$ cat config.mk
export PLATFORM = sky130hd
export DESIGN_NAME = prod_accum
export DESIGN_NICKNAME = d
export VERILOG_FILES = /design/src/rtl/prod_accum.sv
export SDC_FILE = /design/constraint.sdc
export NUM_CORES = 1
export LEC_CHECK = 0
export BUFFER_PORTS_ARGS = -buffer_cell sky130_fd_sc_hd__buf_2
export CORE_MARGIN = 2
export CORE_UTILIZATION = 49
export CTS_BUF_LIST = sky130_fd_sc_hd__clkbuf_4 sky130_fd_sc_hd__clkbuf_8
export CTS_CLUSTER_DIAMETER = 150
export DETAILED_ROUTE_END_ITERATION = 6
export PLACE_DENSITY = 0.81
export SYNTH_ARGS = -nofsm -noshare
export SYNTH_HDL_FRONTEND = slang
export SYNTH_SLANG_ARGS = --single-unit
$ cat constraint.sdc
create_clock -name clk -period 6.36 [get_ports clk]
set_clock_uncertainty 0.15 [all_clocks]
set_input_delay 0.318 -clock clk [delete_from_list [all_inputs] [get_ports clk]]
set_output_delay 0.318 -clock clk [all_outputs]
set_load 0.05 [all_outputs]
$ cat src/rtl/prod_accum.sv
// Accumulates COUNT unsigned 16-bit products into a SUM_W-bit sum and presents it
// until the downstream takes it. Overflow (wrap past 2^SUM_W) is flagged sticky.
module prod_accum #(
  parameter int COUNT = 4,
  parameter int SUM_W = 24
) (
  input  logic             clk,
  input  logic             reset,
  input  logic [15:0]      result_bits_data,
  input  logic             result_rdy,
  output logic             result_taken,
  input  logic             acc_clear,
  output logic [SUM_W-1:0] sum_bits_data,
  output logic             sum_valid,
  input  logic             sum_taken,
  output logic             sum_ovf
);

  typedef enum logic [0:0] {ACCUM = 1'b0, DONE = 1'b1} state_t;

  localparam logic [7:0] CNT_LAST = 8'(COUNT - 1);

  state_t           state_r, state_next_s;
  logic [7:0]       cnt_r, cnt_next_s;
  logic [SUM_W-1:0] acc_r, acc_next_s;
  logic             blk_r, blk_next_s;
  logic             taken_r, taken_next_s;
  logic             valid_r, valid_next_s;
  logic             ovf_r, ovf_next_s;
  logic [SUM_W:0]   sum_full_s;

  // One extra bit captures the carry out of the accumulator.
  assign sum_full_s = {1'b0, acc_r} + {{(SUM_W - 15){1'b0}}, result_bits_data};

  // Next-state and next-output logic; blk masks the cycle after each take.
  always_comb begin
    state_next_s = state_r;
    cnt_next_s   = cnt_r;
    acc_next_s   = acc_r;
    blk_next_s   = 1'b0;
    taken_next_s = 1'b0;
    valid_next_s = valid_r;
    ovf_next_s   = ovf_r;
    case (state_r)
      ACCUM: begin
        if (acc_clear) begin
          cnt_next_s = 8'd0;
          acc_next_s = {SUM_W{1'b0}};
          ovf_next_s = 1'b0;
        end else if (blk_r) begin
          blk_next_s = 1'b0;
        end else if (result_rdy) begin
          acc_next_s   = sum_full_s[SUM_W-1:0];
          ovf_next_s   = ovf_r | sum_full_s[SUM_W];
          taken_next_s = 1'b1;
          blk_next_s   = 1'b1;
          if (cnt_r == CNT_LAST) begin
            state_next_s = DONE;
            valid_next_s = 1'b1;
            cnt_next_s   = 8'd0;
          end else begin
            cnt_next_s = cnt_r + 8'd1;
          end
        end else begin
          blk_next_s = 1'b0;
        end
      end
      DONE: begin
        if (sum_taken) begin
          state_next_s = ACCUM;
          cnt_next_s   = 8'd0;
          acc_next_s   = {SUM_W{1'b0}};
          ovf_next_s   = 1'b0;
          valid_next_s = 1'b0;
        end else begin
          state_next_s = DONE;
        end
      end
      default: begin
        state_next_s = ACCUM;
        cnt_next_s   = 8'd0;
        acc_next_s   = {SUM_W{1'b0}};
        ovf_next_s   = 1'b0;
        valid_next_s = 1'b0;
      end
    endcase
  end

  // State and output registers with asynchronous active-low reset.
  always_ff @(posedge clk or negedge reset) begin
    if (!reset) begin
      state_r <= ACCUM;
      cnt_r   <= 8'd0;
      acc_r   <= {SUM_W{1'b0}};
      blk_r   <= 1'b0;
      taken_r <= 1'b0;
      valid_r <= 1'b0;
      ovf_r   <= 1'b0;
    end else begin
      state_r <= state_next_s;
      cnt_r   <= cnt_next_s;
      acc_r   <= acc_next_s;
      blk_r   <= blk_next_s;
      taken_r <= taken_next_s;
      valid_r <= valid_next_s;
      ovf_r   <= ovf_next_s;
    end
  end

  assign result_taken  = taken_r;
  assign sum_bits_data = acc_r;
  assign sum_valid     = valid_r;
  assign sum_ovf       = ovf_r;

endmodule

Yosys cells after proc, flatten, opt, wreduce, memory -nomap -nowiden
Index checks and enable logic that the tools add are counted.

Bits in registers: 36. Bits in latches: 0. RAM bits: 0. ROM bits: 0. Output and inout port bits: 27. Memories: 0.

Add/sub/neg operators: 2. $mul: 0. Div/mod/pow operators: 0. Magnitude comparators: 0. Equal/unequal tests: 8. Shift operators: 0. Muxes and demuxes: 31. Bitwise gates (word level): 2. Reductions and logical operators: 2.

Operators by type and width (number): 2-to-1 mux 24 bit (4); one-hot mux 24 bit (2 select lines) (1); 2-to-1 mux 8 bit (5); adder 24 x 16 -> 25 bit (1); 2-to-1 mux 1 bit (17); one-hot mux 8 bit (2 select lines) (1); != test 2 bit, second input constant (5); adder 8 x 1 -> 8 bit, second input constant (1); equality test 8 x 2 -> 1 bit, second input constant (1); != test 3 bit, second input constant (2); one-hot mux 1 bit (2 select lines) (3); AND reduction 5 bit (1); AND reduction 3 bit (1); inverter 1 bit (1); OR 1 bit (1).

Logic depth before layout (Yosys ltp)
Word-level depth: 6. Mapped depth: 9. Gate-level depth less buffers: 9.

Least setup slack after synthesis
No wires, ideal clock.

Kind: flip-flop to flip-flop. Start point: register acc_r[0] (netlist: sum_bits_data[0]). End point: register acc_r[18] (netlist: sum_bits_data[18]). Arrival time: 2.532 ns. Required time: 6.114 ns. Slack: 3.581 ns. Cell stages (with the launch flop): 10. Path buffers: 0. Cells stage by stage: dfrtp_1 > ha_1 > fa_1 > a211oi_1 > nor3_1 > nor2_1 > a31oi_1 > o311ai_1 > o21ai_0 > o31ai_1.

Word-level cells in the longest chain between the ends: 5.

RTL lines: start: declaration (line 25) `logic [SUM_W-1:0] acc_r, acc_next_s;`; start signal: assignment (line 94) `acc_r <= {SUM_W{1'b0}};`; start signal: assignment (line 102) `acc_r <= acc_next_s;`; adder 24 x 16 -> 25 bit (line 33) `assign sum_full_s = {1'b0, acc_r} + {{(SUM_W - 15){1'b0}}, result_bits_data};`; 2-to-1 mux 24 bit (line 52) `end else if (result_rdy) begin`; 2-to-1 mux 24 bit (line 50) `end else if (blk_r) begin`; 2-to-1 mux 24 bit (line 46) `if (acc_clear) begin`; one-hot mux 24 bit (2 select lines) (line 44) `case (state_r)`.

Every way passes these cells. The select of a mux whose other input is x is not followed. A chain may end at the register's enable or synchronous reset.

Worst setup path in the final report
Ends and elaborated chain as after synthesis.

==> results.py <==
metrics = {
    "die": {
        "ios": 48,
        "start_util": 0.513,
        "core-area_mm2": 0.00441,
        "die_y_um": 72.0,
        "rows": 24,
        "dieArea_mm2": 0.00518,
        "die_w_um": 72.0,
    },
    "sta": {
        "rsz0062_at_grt": "false",
        "setup_viol": 0,
        "tns_ns": 0,
        "report.final.hold_viol_count": 0,
        "slew_violations": 0,
        "tightest_slew_ns": 0.898,
        "fin_crit_sh": 0.451,
        "fmax_mhz": 349,
        "fin_crit_ns": 2.87,
        "maxSlewHeadroom": 0.400,
    },
    "critical_path": {
        "rrSetupSlack_ns": 3.49,
        "startpoint_type": "flip-flop",
        "cp_cell_sequence": "ha_1 -> fa_1 -> a211oi_1 -> nor3_1 -> nor2_1 -> a31oi_1 -> o311ai_1 -> o21ai_0 -> o31ai_1",
        "rr_endpoint": "sum_bits_data[18]$_DFFE_PN0P_",
        "slowest_delay_ns": 0.45,
        "crit_fanout": 4,
        "crit_type": "reg -> reg",
        "worst_ep_required_time_ns": 6.40,
        "slowest_stage": "o311ai_1",
        "cp-startpoint": "sum_bits_data[0]$_DFFE_PN0P_",
        "reg2reg_from": "sum_bits_data[0]$_DFFE_PN0P_",
        "path_buf_inv": 0,
        "critPathCaptureType": "flip-flop",
        "path_delay_family": "compound AO/OA/AOI/OAI gates",
        "crit_arrival_ns": 2.91,
        "reg2regPathDepth": 9,
    },
    "power_and_ir_drop": {
        "p_per_area_mw_per_mm2": 260,
        "ir_worst_vdd_uv": 183,
        "finalPower_uw": 691,
        "power.leakage_nw": 1.34,
    },
    "clocking": {
        "cts_tree": "built",
        "ctsHoldBuffers": 1,
        "postCtsSetupBuffers": 0,
        "clock_path_buffers": 2,
        "cts_max_level": 2,
        "cts_sinks": 36,
        "clockRootBuffer": "clkbuf_8",
        "cts-resized-gates": 0,
        "clkTransAtPathRegs_ns": 0.08,
        "cts_inserted_buffers": 5,
        "clk_latency_ns": 0.30,
    },
    "worst_hold_path": {
        "hold_end": "sum_valid$_DFFE_PN0P_",
        "min-delay-start": "sum_taken",
        "hp-class": "in -> reg",
        "holdPathStages": 4,
    },
    "finish": {
        "register_area_um2": 901,
        "fill_cells": 388,
        "antenna_cells": 0,
        "fin_nets": 340,
        "drive_gt1_frac": 0.195,
        "final_core_util": 0.602,
        "syn_to_final_growth_pct": 17.5,
        "multiInputGateArea_mm2": 0.00132,
    },
    "synth": {
        "ys_types": 44,
        "syn-num-nets": 292,
        "syn_avg_cell_area_um2": 8.95,
        "yosys_most_used_dff": "dfrtp_1",
        "synth_area_mm2": 0.00226,
        "netlist_instances": 253,
        "ys_seq_area_frac": 0.398,
        "synth_edf_count": 0,
        "yosys_warnings": 0,
        "async_reset_ff_frac": 1.00,
        "synth-seq-cells": 36,
    },
    "run": {
        "maxCapViolCount": 0,
    },
    "drt": {
        "first_pass_iters": 4,
        "avgRoutedWirePerCell_um": 14.0,
        "drc": 0,
        "ant_nets": 0,
        "vias": 2020,
        "drt_wl_total_um": 4950,
        "drtIter0Drc": 136,
        "vias_per_cell": 5.71,
    },
    "run_status": {
        "status": "completed",
    },
    "grt": {
        "antenna_found_initial": 0,
        "grt_pass1_vias": 1849,
        "grt_max_degree": 37,
        "grt_use_total": 0.209,
        "grt_overflow": 0,
        "grt_pass1_wl_um": 8520,
    },
    "place": {
        "gp_congestion": 0.860,
        "dp_hpwl_um": 3560,
        "io_buffers": 47,
    },
}
-- registers in the layout, indices dropped and copies added, names as in the netlist --
name,cells
cnt_r,8
state_r,1
sum_ovf,1
sum_valid,1
sum_bits_data,24
result_taken,1
-- stage by stage --
stage          instance area, um^2  hold WS [ns]  worst slack, ns  instances
4_1_cts                       2660         0.151             3.50        354
3_5_place_dp                  2540         0.302             3.51        345
2_1_floorplan                 2260        -0.128             3.58        253
3_3_place_gp                  2540         0.305             3.62        345
6_report                      2660         0.160             3.49        354
5_1_grt                       2660         0.184             3.22        354
-- kinds of logic after synthesis --
logic type,share of synthesized area
xor+xnor,0.0697
buf+inv,0.0199
flops,0.398
simple gates,0.177
fa+ha+maj,0.103
compound gates,0.232
-- per-layer routing --
layer	vias up	track usage	routed length (um)
li1	1022	-	-
met1	935	0.309	2390
met5	-	0	0
met3	4	0.0389	303
met2	59	0.307	2210
met4	0	0.0797	44
-- report_power, final --
group / leakage [nW] / internal [mW] / switching, mW
sequential: 0.491 / 0.246 / 0.0140
clock: 0.0541 / 0.116 / 0.0861
combinational: 0.799 / 0.0744 / 0.155
-- layout make-up --
class                      instances  area share
multi-input combinational        205       0.496
sequential                        36       0.339
timing repair buffer              48      0.0922
clock buffer                       5      0.0259
tap                               52      0.0245
clock inverter                     3      0.0160
inverter                           5     0.00706
-- Yosys cell counts, types with 2 or more instances --
cell type   n  area (um^2)
a211oi_1    2         15.0
or4_1       3         22.5
xor2_1     11         96.3
and3_1      2         12.5
nor2_1     19         71.3
o31ai_1     2         15.0
xnor2_1     7         61.3
nor3_1      2         10.0
nand4_1     4         25.0
a31oi_1     5         31.3
o21ai_1     8         40.0
o211ai_1    5         37.5
nand3_1    11         55.1
a32o_1      2         20.0
nor2b_1     2         12.5
clkbuf_1    6         22.5
a21oi_1    17         85.1
o21ai_0    19         95.1
dfrtp_1    36          901
o21bai_1    2         15.0
ha_1       17          213
nand2b_1    2         12.5
a21o_1      6         45.0
a22o_1      3         26.3
nand2_1    37          139
inv_1       5         18.8
-- tightest hold or removal path, delay by kind of cell --
kind / cells / cell delay [ns]
buffers and inverters: 1 / 0.09
and+or+nand+nor: 2 / 0.10
AOI/OAI and AO/OA: 1 / 0.06
-- worst max-delay path by stage --
stage / end / slack (ns) / depth (start not counted)
floorplan: sum_bits_data[18]$_DFFE_PN0P_ / 3.58 / 9
global placement: sum_bits_data[18]$_DFFE_PN0P_ / 3.62 / 10
detailed placement: sum_bits_data[18]$_DFFE_PN0P_ / 3.51 / 10
CTS: sum_bits_data[18]$_DFFE_PN0P_ / 3.50 / 9
global route: sum_bits_data[18]$_DFFE_PN0P_ / 3.22 / 9
finish: sum_bits_data[18]$_DFFE_PN0P_ / 3.49 / 9
-- placed cells by master (no fill, tap or decap), types with 2 or more instances in the layout --
cell type,instances
and3_1,2
o211ai_1,5
nand2_1,37
nor2_1,19
dfrtp_1,36
a31oi_1,5
nor2b_1,2
or4_1,3
clkbuf_8,5
ha_1,17
xor2_1,11
a22o_1,3
nand2b_1,2
nand4_1,4
buf_2,47
o21bai_1,2
nor3_1,2
inv_1,5
a21oi_1,17
xnor2_1,7
a32o_1,2
o31ai_1,2
nand3_1,11
a21o_1,6
o21ai_1,8
o21ai_0,19
a211oi_1,2
Power figures use the tool's default switching activity.
